`src/rtl/ram_arb_pkg.sv`:
```
// Shared constants and state encoding for the RAM port arbiter.
package ram_arb_pkg;

  localparam int unsigned ADR_W  = 4;
  localparam int unsigned DATA_W = 8;
  localparam int unsigned DEPTH  = 1 << ADR_W;

  typedef enum logic {
    CLEAR = 1'b0,
    SERVE = 1'b1
  } arb_state_e;

endpackage

```
`src/rtl/rr_arbiter.sv`:
```
// Combinational round-robin pick: first requester at or after ptr, wrapping modulo NREQ.
module rr_arbiter #(
  parameter int unsigned NREQ  = 2,
  parameter int unsigned PTR_W = (NREQ > 1) ? $clog2(NREQ) : 1
) (
  input  logic [NREQ-1:0]  req,
  input  logic [PTR_W-1:0] ptr,
  output logic [NREQ-1:0]  gnt,
  output logic [PTR_W-1:0] idx,
  output logic             any
);

  logic [PTR_W-1:0] cand;

  always_comb begin
    gnt  = '0;
    idx  = '0;
    any  = 1'b0;
    cand = '0;
    for (int unsigned off = 0; off < NREQ; off++) begin
      cand = PTR_W'((32'(ptr) + off) % NREQ);
      if (!any && req[cand]) begin
        any       = 1'b1;
        gnt[cand] = 1'b1;
        idx       = cand;
      end
    end
  end

endmodule

```
`src/rtl/ram_port_arbiter.sv`:
```
// Shares one synchronous RAM port among NREQ requesters: optional zero sweep after
// reset, then one round-robin grant per cycle with tagged one-cycle-later read return.
module ram_port_arbiter
  import ram_arb_pkg::*;
#(
  parameter int unsigned NREQ           = 2,
  parameter int unsigned ADR_W          = ram_arb_pkg::ADR_W,
  parameter int unsigned DATA_W         = ram_arb_pkg::DATA_W,
  parameter bit          CLEAR_ON_RESET = 1'b1
) (
  input  logic                     Clk,
  input  logic                     Rst,
  input  logic [NREQ-1:0]          Req,
  input  logic [NREQ-1:0]          We,
  input  logic [NREQ*ADR_W-1:0]    ReqAdr,
  input  logic [NREQ*DATA_W-1:0]   ReqData,
  output logic [NREQ-1:0]          Gnt,
  output logic [NREQ-1:0]          Rvalid,
  output logic [DATA_W-1:0]        Rdata,
  output logic                     Busy,
  output logic [DATA_W-1:0]        RamIbus,
  output logic [ADR_W-1:0]         RamAdr,
  output logic                     RamRead,
  input  logic [DATA_W-1:0]        RamObus
);

  localparam int unsigned PTR_W = (NREQ > 1) ? $clog2(NREQ) : 1;

  arb_state_e       state_q, state_d;
  logic [PTR_W-1:0] ptr_q, ptr_d;
  logic [ADR_W-1:0] clr_cnt_q, clr_cnt_d;
  logic [ADR_W-1:0] adr_q, adr_d;
  logic [NREQ-1:0]  rvalid_q, rvalid_d;

  logic [NREQ-1:0]  arb_gnt;
  logic [PTR_W-1:0] win_idx;
  logic             win_any;

  logic [ADR_W-1:0]  req_adr  [NREQ];
  logic [DATA_W-1:0] req_data [NREQ];

  for (genvar i = 0; i < NREQ; i++) begin : g_unpack
    assign req_adr[i]  = ReqAdr[i*ADR_W +: ADR_W];
    assign req_data[i] = ReqData[i*DATA_W +: DATA_W];
  end

  rr_arbiter #(
    .NREQ  (NREQ),
    .PTR_W (PTR_W)
  ) u_rr_arbiter (
    .req (Req),
    .ptr (ptr_q),
    .gnt (arb_gnt),
    .idx (win_idx),
    .any (win_any)
  );

  always_comb begin
    state_d   = state_q;
    ptr_d     = ptr_q;
    clr_cnt_d = clr_cnt_q;
    rvalid_d  = '0;
    Gnt       = '0;
    Busy      = 1'b0;
    RamRead   = 1'b1;
    RamAdr    = adr_q;
    RamIbus   = '0;

    if (Rst) begin
      Busy   = 1'b1;
      RamAdr = '0;
    end else if (state_q == CLEAR) begin
      Busy      = 1'b1;
      RamRead   = 1'b0;
      RamAdr    = clr_cnt_q;
      clr_cnt_d = clr_cnt_q + 1'b1;
      if (&clr_cnt_q) begin
        state_d = SERVE;
      end
    end else if (win_any) begin
      Gnt               = arb_gnt;
      RamAdr            = req_adr[win_idx];
      RamRead           = ~We[win_idx];
      RamIbus           = We[win_idx] ? req_data[win_idx] : '0;
      rvalid_d[win_idx] = ~We[win_idx];
      ptr_d             = (win_idx == PTR_W'(NREQ - 1)) ? '0 : win_idx + 1'b1;
    end

    // Idle cycles re-drive the last address, so the held value is simply what went out.
    adr_d = RamAdr;
  end

  always_ff @(posedge Clk) begin
    if (Rst) begin
      state_q   <= CLEAR_ON_RESET ? CLEAR : SERVE;
      ptr_q     <= '0;
      clr_cnt_q <= '0;
      adr_q     <= '0;
      rvalid_q  <= '0;
    end else begin
      state_q   <= state_d;
      ptr_q     <= ptr_d;
      clr_cnt_q <= clr_cnt_d;
      adr_q     <= adr_d;
      rvalid_q  <= rvalid_d;
    end
  end

  // A read granted just before reset must not surface during the reset cycle.
  assign Rvalid = Rst ? '0 : rvalid_q;
  assign Rdata  = RamObus;

endmodule

```
`config.mk`:
```
export PLATFORM = sky130hd
export DESIGN_NAME = ram_port_arbiter
export DESIGN_NICKNAME = d
export VERILOG_FILES = /design/src/rtl/ram_arb_pkg.sv /design/src/rtl/rr_arbiter.sv /design/src/rtl/ram_port_arbiter.sv
export SDC_FILE = /design/constraint.sdc
export NUM_CORES = 1
export LEC_CHECK = 0
export ABC_AREA = 1
export CORE_ASPECT_RATIO = 1.25
export CORE_MARGIN = 5
export CORE_UTILIZATION = 34
export DETAILED_ROUTE_END_ITERATION = 7
export PLACE_DENSITY = 0.8
export SETUP_SLACK_MARGIN = 0.1
export SYNTH_ARGS = -nofsm -noshare
export SYNTH_HDL_FRONTEND = slang
export SYNTH_SLANG_ARGS = --single-unit
```
`constraint.sdc`:
```
create_clock -name Clk -period 1.49 [get_ports Clk]
set_input_delay 0.3725 -clock Clk [delete_from_list [all_inputs] [get_ports Clk]]
set_output_delay 0.3725 -clock Clk [all_outputs]
set_load 0.02 [all_outputs]
```
==> results.md <==
* Core ar. at 2450 um2
* Syn Nets at 177
* Most common cell after layout, fill and taps aside: nand2_1
* Fin worst setup slack at -0.458 ns
* Routed WL per cell at 13.2 um
* Clock skew at 0.00187 ns
* Lkg Pwr at 0.750 nW
* Vias in the first global route at 1162
* H-tree depth at 1
* CP most frequent cell: nor2_4
* Final Wtd Congestion at 0.850
* Syn Inst Count at 138
* GRT overflow at 0
* Global-route wire length before repair at 5180 um
* TritonCTS buffer count at 3
* Ys async rst share at 0%
* Root buffer cell: clkbuf_4
* Final slew viol count at 0
* Clock-pin slew on the worst setup and hold paths at 0.07 ns
* Tmin final at 1.95 ns
* All-Layer GR Usage at 17.4%
* Violated checks: setup timing
* Setup violations, final at 15
* Die Y at 66.9 um
* Row cnt at 20
* DRC at 0
* Largest net degree at the start of global routing at 10
* Post-synth EDFFs at 0
* ANT nets after route at 0
* Ports at 64
* Worst-Margin Slew at 0.304 ns
* Share of cells above drive strength 1 at 45.8%
* Max_cap viols at 0
* Dpl hpwl at 2280 um
* Design Area, Final at 1710 um2
* Endpoints failing hold at 0
* Die ar. at 3710 um2
* Number of nets in the layout at 243
* First-iteration detailed-routing DRC count at 30
* Routed vias at 1134
* Max Fclk at 0.513 GHz
* Instance area at placement at 1490 um2
* Synth top area share at 27.3%
* Syn_area_per_cell at 6.37 um2
* Final Cycle Share at 131%
* Critical Path Max Stage Delay at 0.40 ns
* Ant diodes at 0
* Critical path required time at 1.12 ns
* WL final at 3120 um
* Number of clock sinks at 12
* Main flop type after synthesis: dfxtp_1
* First-pass DRT Iterations at 4
* Crit Path Category: reg2out
* Relative slew slack at 79.5%
* Placed cell count at 224
* Antenna violations before repair at 0
* Clk_lat worst skew at 0.27 ns
* Clock buffer depth at 2
* Crit-path cells: inv_6 -> nand2_8 -> nand2_4 -> nor2_4 -> nor2_4 -> buf_4 -> o21ai_4 -> buf_6
* Port bufs at 47
* Netlist area before placement at 880 um2
* Syn-to-layout area delta at 94.6%
* Hold Crit Class: in2reg
* Worst Setup Start Kind: flip-flop
* Most frequent cells in the layout: nand2_1 (41), clkdlybuf4s50_1 (25), buf_4 (25), buf_6 (19), dfxtp_1 (10)
* Vias per inst at 4.81
* Cell taking the most area after synthesis: dfxtp_1
* Unique cell type count in the Yosys netlist at 20
* Sequential fraction of the synthesis area at 27.3%
* Total number of yosys warnings at 0
* Critical Path End Type: primary output
* Yosys reg bits at 12
* Status: finished with violations
* FILL cells at 192
* Maximum VDD drop at 0.577 mV
* Horiz. Die Dim at 55.5 um
* CP max-delay cell: dfxtp_4
* Post-route insts no fill at 236
* CTS tree: yes
* Effective utilization at floorplan at 35.9%
* CP Max Fanout at 6
* Pwr Density at 514 nW/um2
* Tot Pwr at 879 uW
* RSZ-0062 raised after global routing: true
* Synth area leaders: dfxtp_1 (27%), nand2_1 (18%), a21oi_2 (8.0%)
* Crit path DAT at 1.58 ns
-- sequential cells by signal (all words and copies together) (netlist names) --
signal / flops
ptr_q: 1
rvalid_q: 2
state_q: 1
adr_q: 4
clr_cnt_q: 4
-- through the flow --
| stage | worst slack (ns) | hold WS, ns | setup TNS [ns] | utilization, % |
|---|---|---|---|---|
| 6_report | -0.458 | 0.474 | -5.75 | 69.8 |
| 5_1_grt | -0.528 | 0.473 | -7.14 | 69.8 |
| 4_1_cts | -0.463 | 0.536 | -5.88 | 66.4 |
| 3_5_place_dp | -1.22 | 0.505 | -20.24 | 60.9 |
| 3_3_place_gp | -1.16 | 0.494 | -19.11 | 60.9 |
| 2_1_floorplan | -0.0299 | 0.452 | -0.235 | - |
-- cell usage after synthesis, types with 2 or more instances --
library cell and instances:
buf_4 9, nand3_1 5, dfxtp_1 12, inv_1 14, buf_6 2, nor2_2 2, nor3_1 2, nor2_1 15
a21oi_2 8, a21oi_1 7, inv_2 2, nand2_4 3, nand2_1 43, o21ai_1 2, o21ai_0 7
-- layout make-up --
type / count / area, um2 / share of cell area, %
Timing Repair Buffer: 73 / 682 / 39.8
Multi-Input combinational cell: 98 / 637 / 37.2
Sequential cell: 12 / 245 / 14.3
Inverter: 16 / 70.1 / 4.09
Clock buffer: 4 / 36.3 / 2.12
Tap cell: 33 / 41.3 / 2.41
-- final timing paths --
| path | start | to | depth (start not counted) | slack, ns |
|---|---|---|---|---|
| setup / recovery | ptr_q$_SDFFE_PP0P_ | RamRead | 8 | -0.46 |
| hold / removal | Rst | state_q$_SDFF_PP0_ | 3 | 0.47 |
| setup reg to reg | ptr_q$_SDFFE_PP0P_ | adr_q[0]$_SDFF_PP0_ | 8 | 0.28 |
| hold reg to reg | ptr_q$_SDFFE_PP0P_ | ptr_q$_SDFFE_PP0P_ | 2 | 0.55 |
-- where the power goes --
group | leakage, nW | switching (mW) | internal (mW)
clock | 0.0210 | 0.111 | 0.149
combinational | 0.630 | 0.132 | 0.153
sequential | 0.0990 | 0.00429 | 0.330
total | 0.750 | 0.247 | 0.632
-- critical path, delay by kind of cell (launching register included) --
kind                   cells  cell delay (ns)
AO/OA/AOI/OAI              1             0.14
buffers and inverters      3             0.33
flip-flops                 1             0.40
AND/OR/NAND/NOR            4             0.41
-- what timing repair did --
item	4_1_cts	5_1_grt
pin swaps	6	10
setup buffers	8	0
resized for setup	121	27
endpoints found under the setup margin	21	19
hold buffers	0	0
-- metal layers --
metal  GRT usage [%]  share of wire (%)
met1            18.1                 39
met5               0                  0
met3            5.04                7.5
met2            33.1                 52
met4            6.38                1.3
-- cells by family after synthesis --
logic type,synth area share (%)
buf+inv,17.5
compound gates,17.9
simple gates,34.8
xor+xnor,0.996
flops,27.3
fa+ha+maj,1.42
No activity file was read; power rests on OpenSTA's default activity.
